### config.mk
export PLATFORM = sky130hd
export DESIGN_NAME = i2c_regbank_slave
export DESIGN_NICKNAME = d
export VERILOG_FILES = /design/src/rtl/i2c_regbank_slave.sv
export SDC_FILE = /design/constraint.sdc
export NUM_CORES = 1
export LEC_CHECK = 0
export CAP_MARGIN = 20
export CORE_UTILIZATION = 39
export CTS_CLUSTER_DIAMETER = 40
export CTS_CLUSTER_SIZE = 20
export DETAILED_ROUTE_END_ITERATION = 10
export HOLD_SLACK_MARGIN = 0.05
export PLACE_DENSITY = 0.61
export SYNTH_ARGS = -nofsm -noshare
export SYNTH_HDL_FRONTEND = slang
export SYNTH_SLANG_ARGS = --single-unit
export TNS_END_PERCENT = 5
### constraint.sdc
create_clock -name clk_i -period 6.15 [get_ports clk_i]
set_input_delay 1.5375 -clock clk_i [delete_from_list [all_inputs] [get_ports clk_i]]
set_output_delay 1.5375 -clock clk_i [all_outputs]
set_load 0.01 [all_outputs]
### src/rtl/i2c_regbank_slave.sv
// I2C target exposing a bank of 8-bit registers behind an auto-incrementing pointer.
// Bus inputs are synchronised and glitch-filtered; SDA is driven open-drain and SCL is never stretched.
`timescale 1ns/1ps
module i2c_regbank_slave #(
    parameter logic [6:0] DEVICE_ADDR = 7'h66,
    parameter int         NUM_REGS    = 16,
    parameter int         FILTER_LEN  = 3,
    localparam int        PTR_W       = $clog2(NUM_REGS)
) (
    input  logic             clk_i,
    input  logic             rst_i,
    input  logic             scl_i,
    input  logic             sda_i,
    output logic             sda_o,
    output logic             sda_oe_o,
    output logic             wr_vld_o,
    output logic [PTR_W-1:0] wr_addr_o,
    output logic [7:0]       wr_data_o,
    input  logic [PTR_W-1:0] host_addr_i,
    output logic [7:0]       host_rdata_o
);
    localparam int          FW      = $clog2(FILTER_LEN + 1);
    localparam logic [FW-1:0] FLT_MAX = FW'(FILTER_LEN - 1);

    typedef enum logic [3:0] {
        IDLE      = 4'd0,
        DEV_ADDR  = 4'd1,
        DEV_ACK   = 4'd2,
        PTR       = 4'd3,
        PTR_ACK   = 4'd4,
        WR_DATA   = 4'd5,
        WR_ACK    = 4'd6,
        RD_DATA   = 4'd7,
        RD_ACK    = 4'd8,
        WAIT_STOP = 4'd9
    } state_t;

    // Bit 1 carries SCL, bit 0 carries SDA through synchroniser and filter.
    logic [1:0]       sync1_r, sync2_r, filt_r, prev_r;
    logic [FW-1:0]    fcnt_r [2];

    state_t           state_r, state_nxt_s;
    logic [3:0]       bit_cnt_r, bit_cnt_nxt_s;
    logic [7:0]       shift_r, shift_nxt_s;
    logic [PTR_W-1:0] ptr_r, ptr_nxt_s;
    logic             sda_oe_r, sda_oe_nxt_s;
    logic             mack_r, mack_nxt_s;
    logic             wr_vld_r, wr_vld_nxt_s;
    logic [PTR_W-1:0] wr_addr_r, wr_addr_nxt_s;
    logic [7:0]       wr_data_r, wr_data_nxt_s;
    logic             reg_we_s;
    logic [7:0]       regs_r [NUM_REGS];

    logic             scl_rise_s, scl_fall_s, start_s, stop_s;
    logic [7:0]       rx_byte_s, rd_byte_s;

    // Two-flop synchroniser followed by a per-line stability filter.
    always_ff @(posedge clk_i) begin
        if (rst_i) begin
            sync1_r <= 2'b11;
            sync2_r <= 2'b11;
            filt_r  <= 2'b11;
            prev_r  <= 2'b11;
            for (int i = 0; i < 2; i++) fcnt_r[i] <= '0;
        end else begin
            sync1_r <= {scl_i, sda_i};
            sync2_r <= sync1_r;
            prev_r  <= filt_r;
            for (int i = 0; i < 2; i++) begin
                if (sync2_r[i] == filt_r[i]) begin
                    fcnt_r[i] <= '0;
                end else if (fcnt_r[i] == FLT_MAX) begin
                    filt_r[i] <= sync2_r[i];
                    fcnt_r[i] <= '0;
                end else begin
                    fcnt_r[i] <= fcnt_r[i] + FW'(1);
                end
            end
        end
    end

    assign scl_rise_s = filt_r[1] & ~prev_r[1];
    assign scl_fall_s = ~filt_r[1] & prev_r[1];
    assign start_s    = filt_r[1] & prev_r[1] & prev_r[0] & ~filt_r[0];
    assign stop_s     = filt_r[1] & prev_r[1] & ~prev_r[0] & filt_r[0];
    assign rx_byte_s  = {shift_r[6:0], filt_r[0]};
    assign rd_byte_s  = regs_r[ptr_r];

    // Next-state and datapath decisions; START/STOP override every state.
    always_comb begin
        state_nxt_s   = state_r;
        bit_cnt_nxt_s = bit_cnt_r;
        shift_nxt_s   = shift_r;
        ptr_nxt_s     = ptr_r;
        sda_oe_nxt_s  = sda_oe_r;
        mack_nxt_s    = mack_r;
        wr_vld_nxt_s  = 1'b0;
        wr_addr_nxt_s = wr_addr_r;
        wr_data_nxt_s = wr_data_r;
        reg_we_s      = 1'b0;
        if (start_s) begin
            state_nxt_s   = DEV_ADDR;
            bit_cnt_nxt_s = 4'd0;
            sda_oe_nxt_s  = 1'b0;
        end else if (stop_s) begin
            state_nxt_s   = IDLE;
            bit_cnt_nxt_s = 4'd0;
            sda_oe_nxt_s  = 1'b0;
        end else begin
            case (state_r)
                DEV_ADDR, PTR, WR_DATA: begin
                    if (scl_rise_s) begin
                        shift_nxt_s   = rx_byte_s;
                        bit_cnt_nxt_s = bit_cnt_r + 4'd1;
                        if (bit_cnt_r == 4'd7) begin
                            bit_cnt_nxt_s = 4'd0;
                            if (state_r == DEV_ADDR) begin
                                state_nxt_s = (rx_byte_s[7:1] == DEVICE_ADDR) ? DEV_ACK : WAIT_STOP;
                            end else if (state_r == PTR) begin
                                ptr_nxt_s   = rx_byte_s[PTR_W-1:0];
                                state_nxt_s = PTR_ACK;
                            end else begin
                                reg_we_s      = 1'b1;
                                wr_vld_nxt_s  = 1'b1;
                                wr_addr_nxt_s = ptr_r;
                                wr_data_nxt_s = rx_byte_s;
                                ptr_nxt_s     = ptr_r + PTR_W'(1);
                                state_nxt_s   = WR_ACK;
                            end
                        end else begin
                            state_nxt_s = state_r;
                        end
                    end else begin
                        bit_cnt_nxt_s = bit_cnt_r;
                    end
                end
                // First falling edge starts the ACK pulse, the second ends it.
                DEV_ACK, PTR_ACK, WR_ACK: begin
                    if (scl_fall_s) begin
                        if (!sda_oe_r) begin
                            sda_oe_nxt_s = 1'b1;
                        end else begin
                            sda_oe_nxt_s  = 1'b0;
                            bit_cnt_nxt_s = 4'd0;
                            if (state_r == DEV_ACK && shift_r[0]) begin
                                state_nxt_s  = RD_DATA;
                                shift_nxt_s  = rd_byte_s;
                                sda_oe_nxt_s = ~rd_byte_s[7];
                            end else if (state_r == DEV_ACK) begin
                                state_nxt_s = PTR;
                            end else begin
                                state_nxt_s = WR_DATA;
                            end
                        end
                    end else begin
                        sda_oe_nxt_s = sda_oe_r;
                    end
                end
                RD_DATA: begin
                    if (scl_rise_s) begin
                        bit_cnt_nxt_s = bit_cnt_r + 4'd1;
                    end else if (scl_fall_s) begin
                        if (bit_cnt_r == 4'd8) begin
                            state_nxt_s   = RD_ACK;
                            sda_oe_nxt_s  = 1'b0;
                            bit_cnt_nxt_s = 4'd0;
                            ptr_nxt_s     = ptr_r + PTR_W'(1);
                        end else begin
                            shift_nxt_s  = {shift_r[6:0], 1'b0};
                            sda_oe_nxt_s = ~shift_r[6];
                        end
                    end else begin
                        bit_cnt_nxt_s = bit_cnt_r;
                    end
                end
                RD_ACK: begin
                    if (scl_rise_s) begin
                        mack_nxt_s    = filt_r[0];
                        bit_cnt_nxt_s = 4'd1;
                    end else if (scl_fall_s && bit_cnt_r == 4'd1) begin
                        bit_cnt_nxt_s = 4'd0;
                        if (!mack_r) begin
                            state_nxt_s  = RD_DATA;
                            shift_nxt_s  = rd_byte_s;
                            sda_oe_nxt_s = ~rd_byte_s[7];
                        end else begin
                            state_nxt_s = WAIT_STOP;
                        end
                    end else begin
                        mack_nxt_s = mack_r;
                    end
                end
                default: begin
                    state_nxt_s = state_r;
                end
            endcase
        end
    end

    // Protocol state, pointer and registered bus/host outputs.
    always_ff @(posedge clk_i) begin
        if (rst_i) begin
            state_r   <= IDLE;
            bit_cnt_r <= 4'd0;
            shift_r   <= 8'h00;
            ptr_r     <= '0;
            sda_oe_r  <= 1'b0;
            mack_r    <= 1'b1;
            wr_vld_r  <= 1'b0;
            wr_addr_r <= '0;
            wr_data_r <= 8'h00;
        end else begin
            state_r   <= state_nxt_s;
            bit_cnt_r <= bit_cnt_nxt_s;
            shift_r   <= shift_nxt_s;
            ptr_r     <= ptr_nxt_s;
            sda_oe_r  <= sda_oe_nxt_s;
            mack_r    <= mack_nxt_s;
            wr_vld_r  <= wr_vld_nxt_s;
            wr_addr_r <= wr_addr_nxt_s;
            wr_data_r <= wr_data_nxt_s;
        end
    end

    // Register bank storage.
    always_ff @(posedge clk_i) begin
        if (rst_i) begin
            for (int i = 0; i < NUM_REGS; i++) regs_r[i] <= 8'h00;
        end else if (reg_we_s) begin
            regs_r[ptr_r] <= rx_byte_s;
        end
    end

    assign sda_o        = 1'b0;
    assign sda_oe_o     = sda_oe_r;
    assign wr_vld_o     = wr_vld_r;
    assign wr_addr_o    = wr_addr_r;
    assign wr_data_o    = wr_data_r;
    assign host_rdata_o = regs_r[host_addr_i];
endmodule

Yosys cells after proc, flatten, opt, wreduce, memory -nomap -nowiden
Memory sizes are Yosys's and may differ from the RTL's. A register that Yosys moved wholly into a read port is not among the register bits.
Index checks and enable logic that the tools add are counted.
{"block": "word_totals", "mem_bits_rw": 132, "latchBits": 0, "mem_bits_ro": 0, "in_bits": 8, "memories": 2, "reg_bits": 42}
{"memory": "regs_r", "depth": 16, "width": 8, "rd": 2, "rd_clocked_by_memory_dff": 1, "write_ports": 16, "line": "52", "text": "logic [7:0] regs_r [NUM_REGS];"}
{"memory": "fcnt_r", "depth": 2, "width": 2, "rd": 2, "rd_clocked_by_memory_dff": 0, "write_ports": 2, "line": "40", "text": "logic [FW-1:0] fcnt_r [2];"}
{"block": "op_classes", "reduce_logical": 20, "n_shift": 0, "muxes": 102, "bitwise": 25, "addsub": 4, "magnitude_cmp": 0, "mul": 0, "n_eq_ne": 41, "div": 0}
{"cell": "two-way mux 4 bit", "n": 31}
{"cell": "two-way mux 7 bit", "n": 10}
{"cell": "two-way mux 1 bit", "n": 46}
{"cell": "!= test 4 bit (second input constant)", "n": 9}
{"cell": "one-hot mux 4 bit (4 select lines)", "n": 2}
{"cell": "one-hot mux 7 bit (4 select lines)", "n": 1}
{"cell": "!= test 2 bit (second input constant)", "n": 13}
{"cell": "AND reduction 7 bit", "n": 3}
{"cell": "== test 4 x 3 -> 1 bit (second input constant)", "n": 5}
{"cell": "AND reduction 10 bit", "n": 2}
{"cell": "two-way mux 2 bit", "n": 7}
{"cell": "AND reduction 13 bit", "n": 1}
{"cell": "inverter 1 bit", "n": 12}
{"cell": "!= test 3 bit (second input constant)", "n": 3}
{"cell": "AND reduction 9 bit", "n": 1}
{"cell": "OR reduction 3 bit", "n": 3}
{"cell": "adder 4 x 1 -> 4 bit (second input constant)", "n": 2}
{"cell": "== test 4 x 1 -> 1 bit (second input constant)", "n": 2}
{"cell": "== test 4 x 2 -> 1 bit (second input constant)", "n": 2}
{"cell": "== test 4 bit (second input constant)", "n": 2}
{"cell": "two-way mux 8 bit", "n": 1}
{"cell": "one-hot mux 4 bit (2 select lines)", "n": 1}
{"cell": "OR reduction 8 bit", "n": 1}
{"cell": "AND 1 bit", "n": 7}
{"cell": "other kinds (14)", "n": 25}

Longest topological paths before layout
Gate-level depths: netlist (run 1).
{"block": "depth", "ltp_word": 13, "depth_mapped": 8}

Worst setup path after synthesis (run 1)
OpenSTA, ideal clock, no wires.
{"block": "synth_path", "path_type": "input to output", "startpoint": "input host_addr_i[0]", "endpoint": "output host_rdata_o[0]", "path_slack_ps": 1533, "required_time_ps": 4612, "cell_stages": 4, "arrival_time_ps": 3079, "path_cell_list": "clkbuf_1 -> buf_2 -> mux4_2 -> mux4_2"}
{"block": "synth_via", "elab_chain_len": 1}
{"item": "start, declared", "line": "19", "text": "input logic [PTR_W-1:0] host_addr_i,"}
{"item": "memory (16 x 8 bit)"}
{"item": "end, declared", "line": "20", "text": "output logic [7:0] host_rdata_o"}
Every way passes these cells.

Final worst setup path (run 1)
{"block": "layout_path", "startpoint": "input host_addr_i[1]", "endpoint": "output host_rdata_o[1]"}
The elaborated chain is that of the path after synthesis.

==> results of run 1 <==
[cell type report]
| type | instances | area [sq um] | area share, % |
|---|---|---|---|
| Tap cell | 319 | 399.1 | 3.723 |
| Clock buffer | 17 | 425.4 | 3.968 |
| Clock inverter | 15 | 183.9 | 1.715 |
| Multi-Input combinational cell | 510 | 4325 | 40.34 |
| Timing Repair Buffer | 50 | 452.9 | 4.225 |
| Sequential cell | 178 | 4886 | 45.57 |
| Inverter | 13 | 48.80 | 0.4551 |
[power groups by stage]
stage | registers [mW] | logic [mW] | clock network [mW]
after floorplan | 1.37 | 0.114 | 0
after global placement | 1.40 | 0.164 | 0
after detailed placement | 1.40 | 0.166 | 0
after CTS | 1.37 | 0.166 | 1.12
after global routing | 1.37 | 0.178 | 1.16
final | 1.37 | 0.165 | 1.10
[logic make-up (layout without fill, tap and decap cells)]
kind of cell               after synthesis  count (layout)  synth area share, %
other                                    2               5              0.07886
and+or+nand+nor                        276             276                16.99
AOI/OAI and AO/OA                      116             116                7.831
adders and majority gates               12              12                1.577
DFF                                    178             178                51.29
xor gates and xnor gates                 4               4               0.3680
buffers and inverters                   76              95                3.403
muxes                                   97              97                18.46
[metrics by stage]
stage	cell area (sq um)	setup WS [ps]	total power, mW
final	10720	859.8	2.637
after global routing	10720	795.5	2.713
after CTS	10720	844.2	2.653
after detailed placement	10110	843.2	1.563
after global placement	10110	869.0	1.561
after floorplan	9534	1533	1.486
[sequential cells by signal, summed over array words and instances (netlist names), named ones only]
signal     flops
prev_r         2
wr_vld_o       1
shift_r        7
bit_cnt_r      4
wr_addr_o      4
fcnt_r         4
regs_r       128
state_r        4
sync1_r        2
mack_r         1
ptr_r          4
sda_oe_o       1
wr_data_o      8
sync2_r        2
filt_r         2
[cells in the final DEF, fill, tap and decap left out, types with 6 or more instances in the layout]
cell type and instances:
edfxtp_1 132, and2_1 116, mux4_2 59, dfxtp_1 45, nand2_1 38, o21ai_0 33
clkdlybuf4s50_1 28, nand3_1 25, nor2_1 25, a21oi_1 24, mux2i_1 23, buf_4 19
clkbuf_16 17, o22ai_1 14, nor3_1 14, inv_1 13, mux2_2 13, ha_1 12
or2_2 9, or3_1 8, o221ai_1 7, a221oi_1 7, clkinv_8 6
[layer usage]
metal / vias to the layer above / routed length [um]
met3: 40 / 1151
met1: 3181 / 11000
met2: 195 / 11870
met4: 0 / 653
met5: - / 0
li1: 2906 / -
[worst max path at each step]
stage / startpoint / end / slack [ps] / cells past startpoint
after global placement: host_addr_i[1] / host_rdata_o[1] / 870 / 5
after CTS: host_addr_i[1] / host_rdata_o[1] / 840 / 5
after global routing: host_addr_i[1] / host_rdata_o[1] / 800 / 5
final: host_addr_i[1] / host_rdata_o[1] / 860 / 5
after floorplan: host_addr_i[0] / host_rdata_o[0] / 1530 / 4
after detailed placement: host_addr_i[1] / host_rdata_o[1] / 840 / 5
==> metrics.txt, run 1 <==
post-cts resize count 0; Yosys cell types 67; clock buffer depth 2; antenna cells 0; Die Width 158.3 um; syn_area_per_cell 12.51 sq um; Reg clk slew, reported paths 80 ps; crit path DAT 3750 ps; Pleak 3.473 nW; share of layout cells above drive strength 1 18.77%; count leader, synth edfxtp_1; Clock Sinks 178; hold path endpoint sync2_r[0]; max cap viols 0; Die Height 158.3 um; pwr dens 246.0 nW/um^2; Cell Int Power 1.976 mW; worst slew pin tran 1013 ps; R2R cell count 5; CTS tree done; antenna violations before repair 0; Slew Limit Headroom 32.47%; Cell Count Post-Placement 1069; vias in the first global route 6001; Root Driver clkbuf_16; fin. max-slew vios 0; most instantiated cells after synthesis edfxtp_1, and2_1, mux4_2; FF-to-FF Start filt_r[0]; Yosys reg bits 178; DR DRC count 0; drt initial violations 702; Routed Antenna Nets 0; Clock Skew 12.10 ps; Syn Inst Count 761; total number of vias 6322; Setup TNS 0 ps; Post-CTS Setup Bufs 0; crit path time final 5290 ps; core area 23680 sq um; hold_sp sync1_r[0]; Crit Path Class in -> out; Top FF cell, synth edfxtp_1; CTS Hold Bufs 0; part of the power in combinational logic 6.3%; Layout Cells excl Fill 1102; CP delay by family, top buffers and inverters; Detailed Routing Iterations Pass 1 5; wire length per cell 22.39 um; share of the synthesized area in the top cell type 41.62%; Top Usage Layer GRT met2; Synth async-reset ratio 0%; run status finished clean; RSZ-0062 raised after global routing no; R2R Setup Slk 2260 ps; Post-synth EDFFs 132; number of I/O port buffers 29; Detailed Place HPWL 17730 um; row count 56; VDD IR max 0.1313 mV; routed wire length 24680 um; Hold WS 413.4 ps; buffer and inverter count on the worst path 3; io pins 31; Layout Utilization 45.27%; Clk Latency, worst-skew pair 440 ps; met2 usage 32.85%; FMAX 189.0 MHz; P_sw 660.9 uW; total track usage 20.84%; Syn-to-layout area delta 12.59%; clock network power share 41.8%; largest area contributor in the netlist edfxtp_1; register area share after synthesis 51.29%; Layout Nets 790; total CTS buffers 17; critical path's slowest cell mux4_2; drt via density 5.737; Worst EP required 4610 ps; final hold vios 0; largest net degree at the start of global routing 35; critical path startpoint category input pin; FF-to-FF End regs_r[3][3]; Setup Viol. Count Final 0; crit-path max FO 32; Tcrit/Tclk final 86.02%; synthesized area 9523 sq um; Initial Util 40.21%; warnings from Yosys 0; sw frac 25.06%; met1 Usage GRT 28.93%; crit path cell chain clkdlybuf4s50_1 -> buf_4 -> mux4_2 -> mux4_2 -> clkdlybuf4s50_1; Filler cells 2194; Placer Congestion 0.8415; met3 usage 3.212%; Overflow after GRT 0; main area contributors after synthesis edfxtp_1, mux4_2, dfxtp_1, and2_1, mux2i_1; CP peak stage delay 510 ps; Critical Path Sink Type output port; global-route wire length before repair 37210 um; die area 25050 sq um; H-Tree Depth 4; part of the power in registers 51.9%; hold depth 1; Hold Crit Class reg -> reg
Power figures use the tool's default switching activity.
==> run 2: changes to the inputs <==
==> constraint.sdc (replaced) <==
create_clock -name clk_i -period 5.7 [get_ports clk_i]
set_input_delay 1.425 -clock clk_i [delete_from_list [all_inputs] [get_ports clk_i]]
set_output_delay 1.425 -clock clk_i [all_outputs]
set_load 0.01 [all_outputs]
==> run 2 against run 1 <==
Net effect: sequential share of layout area decreased by 0.13 points; clock-buffer cell count grew 1; combinational power is 10% higher; final cell count increased by 0.45%; sequential power rose by 8%; clock skew up 1.0 ps; via count down 0.17%; critical path depth unchanged; worst setup slack lost 250 ps; critical endpoint is now host_rdata_o[6].
==> metrics.txt, run 2 (synthesis gave the netlist of run 1 again) <==
run status finished clean; Syn-to-layout area delta 12.90%; critical path's slowest cell mux4_2; Routed Antenna Nets 0; Die Width 158.3 um; total number of vias 6311; Clock Sinks 178; VDD IR max 0.1793 mV; Hold WS 411.7 ps; crit-path max FO 32; Tcrit/Tclk final 89.28%; commonest non-fill, non-tap cell in the layout edfxtp_1; CP delay by family, top buffers and inverters; Final WS setup 610.9 ps; drt initial violations 653; vias in the first global route 6217; Detailed Place HPWL 17600 um; final hold vios 0; Post-CTS Setup Bufs 0; largest net degree at the start of global routing 35; CTS tree done; Pleak 3.495 nW; drt via density 5.701; Cell Count Post-Placement 1074; H-Tree Depth 4; die area 25050 sq um; Critical Path Sink Type output port; Layout Nets 794; Crit Path Class in -> out; share of layout cells above drive strength 1 19.31%; clock buffer depth 2; crit path time final 5089 ps; global-route wire length before repair 37580 um; worst slew pin tran 1030 ps; CP peak stage delay 520 ps; DR DRC count 0; Die Height 158.3 um; buffer and inverter count on the worst path 3; Setup Viol. Count Final 0; routed wire length 24250 um; antenna violations before repair 0; core area 23680 sq um; total CTS buffers 17; Slew Limit Headroom 31.33%; most frequent cells in the layout edfxtp_1, and2_1, mux4_2, dfxtp_1, nand2_1; FMAX 196.5 MHz; Largest Register regs_r; wire length per cell 21.91 um; Place WS 619.5 ps; number of I/O port buffers 29; critical path startpoint category input pin; CTS Hold Bufs 0; Detailed Routing Iterations Pass 1 5; Clock Skew 13.11 ps; max cap viols 0; Layout Cells excl Fill 1107; Placer Congestion 0.8924; fin. max-slew vios 0; io pins 31; number of flip-flops in the largest register 128; Clk Latency, worst-skew pair 440 ps; RSZ-0062 raised after global routing no; crit path cell chain clkdlybuf4s50_1 -> buf_4 -> mux4_2 -> mux4_2 -> clkdlybuf4s50_1; Initial Util 40.21%; post-cts resize count 0; Setup TNS 0 ps; Worst EP required 4280 ps; row count 56; Hold Crit Class reg -> reg; Overflow after GRT 0; Root Driver clkbuf_16; crit path DAT 3660 ps; Reg clk slew, reported paths 80 ps; total track usage 20.68%; pwr dens 264.8 nW/um^2
## run 2: cell types whose count changed in the layout (fill, tap and decap cells not counted), sizes merged
| cell | previous run | this run |
|---|---|---|
| buf | 22 | 26 |
| clkbuf | 17 | 18 |
| clkinv | 8 | 3 |
| diode | 0 | 1 |
| inv | 20 | 24 |
## run 2: where the power goes
| part | total, mW | switching [mW] | internal [mW] | leakage [nW] |
|---|---|---|---|---|
| sequential | 1.48 | 0.0376 | 1.44 | 1.63 |
| combinational | 0.182 | 0.0832 | 0.0992 | 1.57 |
| clock | 1.19 | 0.583 | 0.606 | 0.296 |
| total | 2.85 | 0.704 | 2.14 | 3.50 |
## run 2: final cells by class
type                            instances  area [sq um]
Fill cell                            2194         12930
Sequential cell                       178          4886
Multi-Input combinational cell        510          4325
Timing Repair Buffer                   54         493.0
Clock buffer                           18         439.2
Tap cell                              319         399.1
Clock inverter                         14         157.7
Inverter                               13         48.80
Antenna cell                            1         2.502
## run 2: worst reg2reg max path: cells and delay by family (launching register included)
family / cells / cell delay [ps]
flip-flops: 1 / 410
adder cells (fa/ha/maj): 1 / 370
AND/OR/NAND/NOR: 5 / 1880
buffers and inverters: 1 / 250
## run 2: worst paths after layout
| path | startpoint | endpoint | slack, ps | cells past startpoint |
|---|---|---|---|---|
| worst max-delay path | host_addr_i[1] | host_rdata_o[6] | 610 | 5 |
| worst min-delay path | sync1_r[0] | sync2_r[0] | 410 | 1 |
| worst min register to register | sync1_r[0] | sync2_r[0] | 410 | 1 |
| worst max register to register | filt_r[1] | regs_r[3][0] | 2430 | 7 |
## run 2: metrics by stage
step           instance area [sq um]  utilization (%)  power [mW]
5_1_grt                        10750            45.39       2.932
3_5_place_dp                   10150            42.87       1.688
3_3_place_gp                   10140            42.80       1.686
6_report                       10750            45.40       2.847
4_1_cts                        10750            45.39       2.861
2_1_floorplan                   9534                -       1.603
## run 2: metal layers
layer | up-vias | GRT usage [%] | wire (um)
met3 | 44 | 4.110 | 1201
met5 | - | 0 | 0
li1 | 2908 | - | -
met4 | 0 | 7.921 | 646
met2 | 215 | 32.14 | 11370
met1 | 3144 | 28.50 | 11040
==> run 3: changes to the inputs <==
--- a/config.mk
+++ b/config.mk
@@ -6,12 +6,13 @@
 export NUM_CORES = 1
 export LEC_CHECK = 0
 export CAP_MARGIN = 20
-export CORE_UTILIZATION = 39
+export CORE_ASPECT_RATIO = 0.6
+export CORE_UTILIZATION = 47
 export CTS_CLUSTER_DIAMETER = 40
 export CTS_CLUSTER_SIZE = 20
 export DETAILED_ROUTE_END_ITERATION = 10
 export HOLD_SLACK_MARGIN = 0.05
-export PLACE_DENSITY = 0.61
+export PLACE_DENSITY = 0.7
 export SYNTH_ARGS = -nofsm -noshare
 export SYNTH_HDL_FRONTEND = slang
 export SYNTH_SLANG_ARGS = --single-unit
==> run 3 against run 2 <==
Net effect: worst hold slack improved by 2.5 ps; fmax is 0.21% lower; sequential share of layout area is 0.12 points higher; sequential cell count stayed put; power grew 1.6%; core utilization is 9.8 points higher; sequential power hardly changed; clock power up 3%; first-iteration DRC count is 67% higher; critical path type unchanged; critical endpoint is now host_rdata_o[3]; highest routed layer unchanged.
==> metrics.txt, run 3 (synthesis gave the netlist of run 1 again) <==
run status finished clean; Routed Antenna Nets 0; Clk Latency, worst-skew pair 440 ps; DR DRC count 0; Clock Sinks 178; RSZ-0062 raised after global routing no; Crit Path Class in -> out; total CTS buffers 17; drt initial violations 1092; Setup TNS 0 ps; Layout Utilization 55.22%; R2R cell count 5; drt via density 6.428; total number of vias 6756; Largest Register regs_r; vias in the first global route 6361; placed cell areas 10060 sq um; global-route wire length before repair 38310 um; Final WS setup 600.0 ps; CTS tree done; routed wire length 25000 um; max cap viols 0; antenna violations before repair 0; Placer Congestion 0.9293; crit path DAT 3670 ps; most frequent cells in the layout edfxtp_1, and2_1, mux4_2, dfxtp_1, nand2_1; number of flip-flops in the largest register 128; io pins 31; hold path endpoint sync2_r[1]; R2R Setup Slk 2090 ps; share of layout cells above drive strength 1 18.73%; wire length per cell 23.79 um; Pleak 3.513 nW; Layout Nets 792; Critical Path Sink Type output port; clock buffer depth 2; Detailed Routing Iterations Pass 1 6; critical path startpoint category input pin; Clock Skew 10.55 ps; Place WS 620.2 ps; pwr dens 269.6 nW/um^2; VDD IR max 0.2338 mV; FF-to-FF Start state_r[0]; Initial Util 49.03%; crit-path max FO 32; die area 20850 sq um; Register Area 4886 sq um; antenna cells 0; Tcrit/Tclk final 89.47%; Root Driver clkbuf_16; total track usage 25.16%; Finished Cell Area 10720 sq um; Detailed Place HPWL 18080 um; worst slew pin tran 1049 ps; Filler cells 1578; Post-CTS Setup Bufs 0; CTS Hold Bufs 0; hold_sp sync1_r[1]; hold depth 1; Overflow after GRT 0; Multi-input gate area 4325 sq um; Hold Crit Class reg -> reg; Layout Cells excl Fill 1051; largest net degree at the start of global routing 35; FMAX 196.1 MHz; post-cts resize count 0; Syn-to-layout area delta 12.61%; fin. max-slew vios 0; FF-to-FF End regs_r[3][4]; H-Tree Depth 4; Reg clk slew, reported paths 70 ps; Slew Limit Headroom 30.04%; row count 39; Worst EP required 4280 ps; Setup Viol. Count Final 0; final hold vios 0; commonest non-fill, non-tap cell in the layout edfxtp_1; Cell Count Post-Placement 1018; Die Width 185.8 um; crit path time final 5100 ps; core area 19420 sq um; Die Height 112.3 um; number of I/O port buffers 29
[run 3: where the power goes]
| part | internal (mW) | switching, mW |
|---|---|---|
| Clock | 0.737 | 0.493 |
| Sequential | 1.44 | 0.0376 |
| Combinational | 0.0988 | 0.0858 |
[run 3: worst max-delay path, cell delays in order]
cell and delay (ps):
clkdlybuf4s50_1 450, buf_4 390, mux4_2 380, mux4_2 510, clkdlybuf4s50_1 500
[run 3: worst max path at each step]
| stage | from | slack (ps) | end |
|---|---|---|---|
| 6_report | host_addr_i[1] | 600 | host_rdata_o[3] |
| 3_3_place_gp | host_addr_i[1] | 670 | host_rdata_o[1] |
| 4_1_cts | host_addr_i[1] | 620 | host_rdata_o[3] |
| 5_1_grt | host_addr_i[1] | 540 | host_rdata_o[3] |
| 2_1_floorplan | host_addr_i[0] | 1310 | host_rdata_o[0] |
| 3_5_place_dp | host_addr_i[1] | 620 | host_rdata_o[3] |
[run 3: final cells by class]
type / instances / area share (%)
flip-flops and latches: 178 / 45.56
multi-input cells: 510 / 40.33
clock buffers: 28 / 5.717
repair buffers: 52 / 4.574
well taps: 266 / 3.103
inverters: 13 / 0.4550
clock inverters: 4 / 0.2567
[run 3: layer usage]
metal | wire length [um] | track usage, %
met1 | 10620 | 39.16
met2 | 10850 | 35.35
met3 | 3209 | 5.808
met4 | 320 | 6.066
met5 | 0 | 0
[run 3: through the flow]
stage | total power [mW] | hold WS, ps
2_1_floorplan | 1.603 | 389.5
3_3_place_gp | 1.679 | 391.9
3_5_place_dp | 1.685 | 394.5
4_1_cts | 2.892 | 414.3
5_1_grt | 2.960 | 421.3
6_report | 2.891 | 414.2
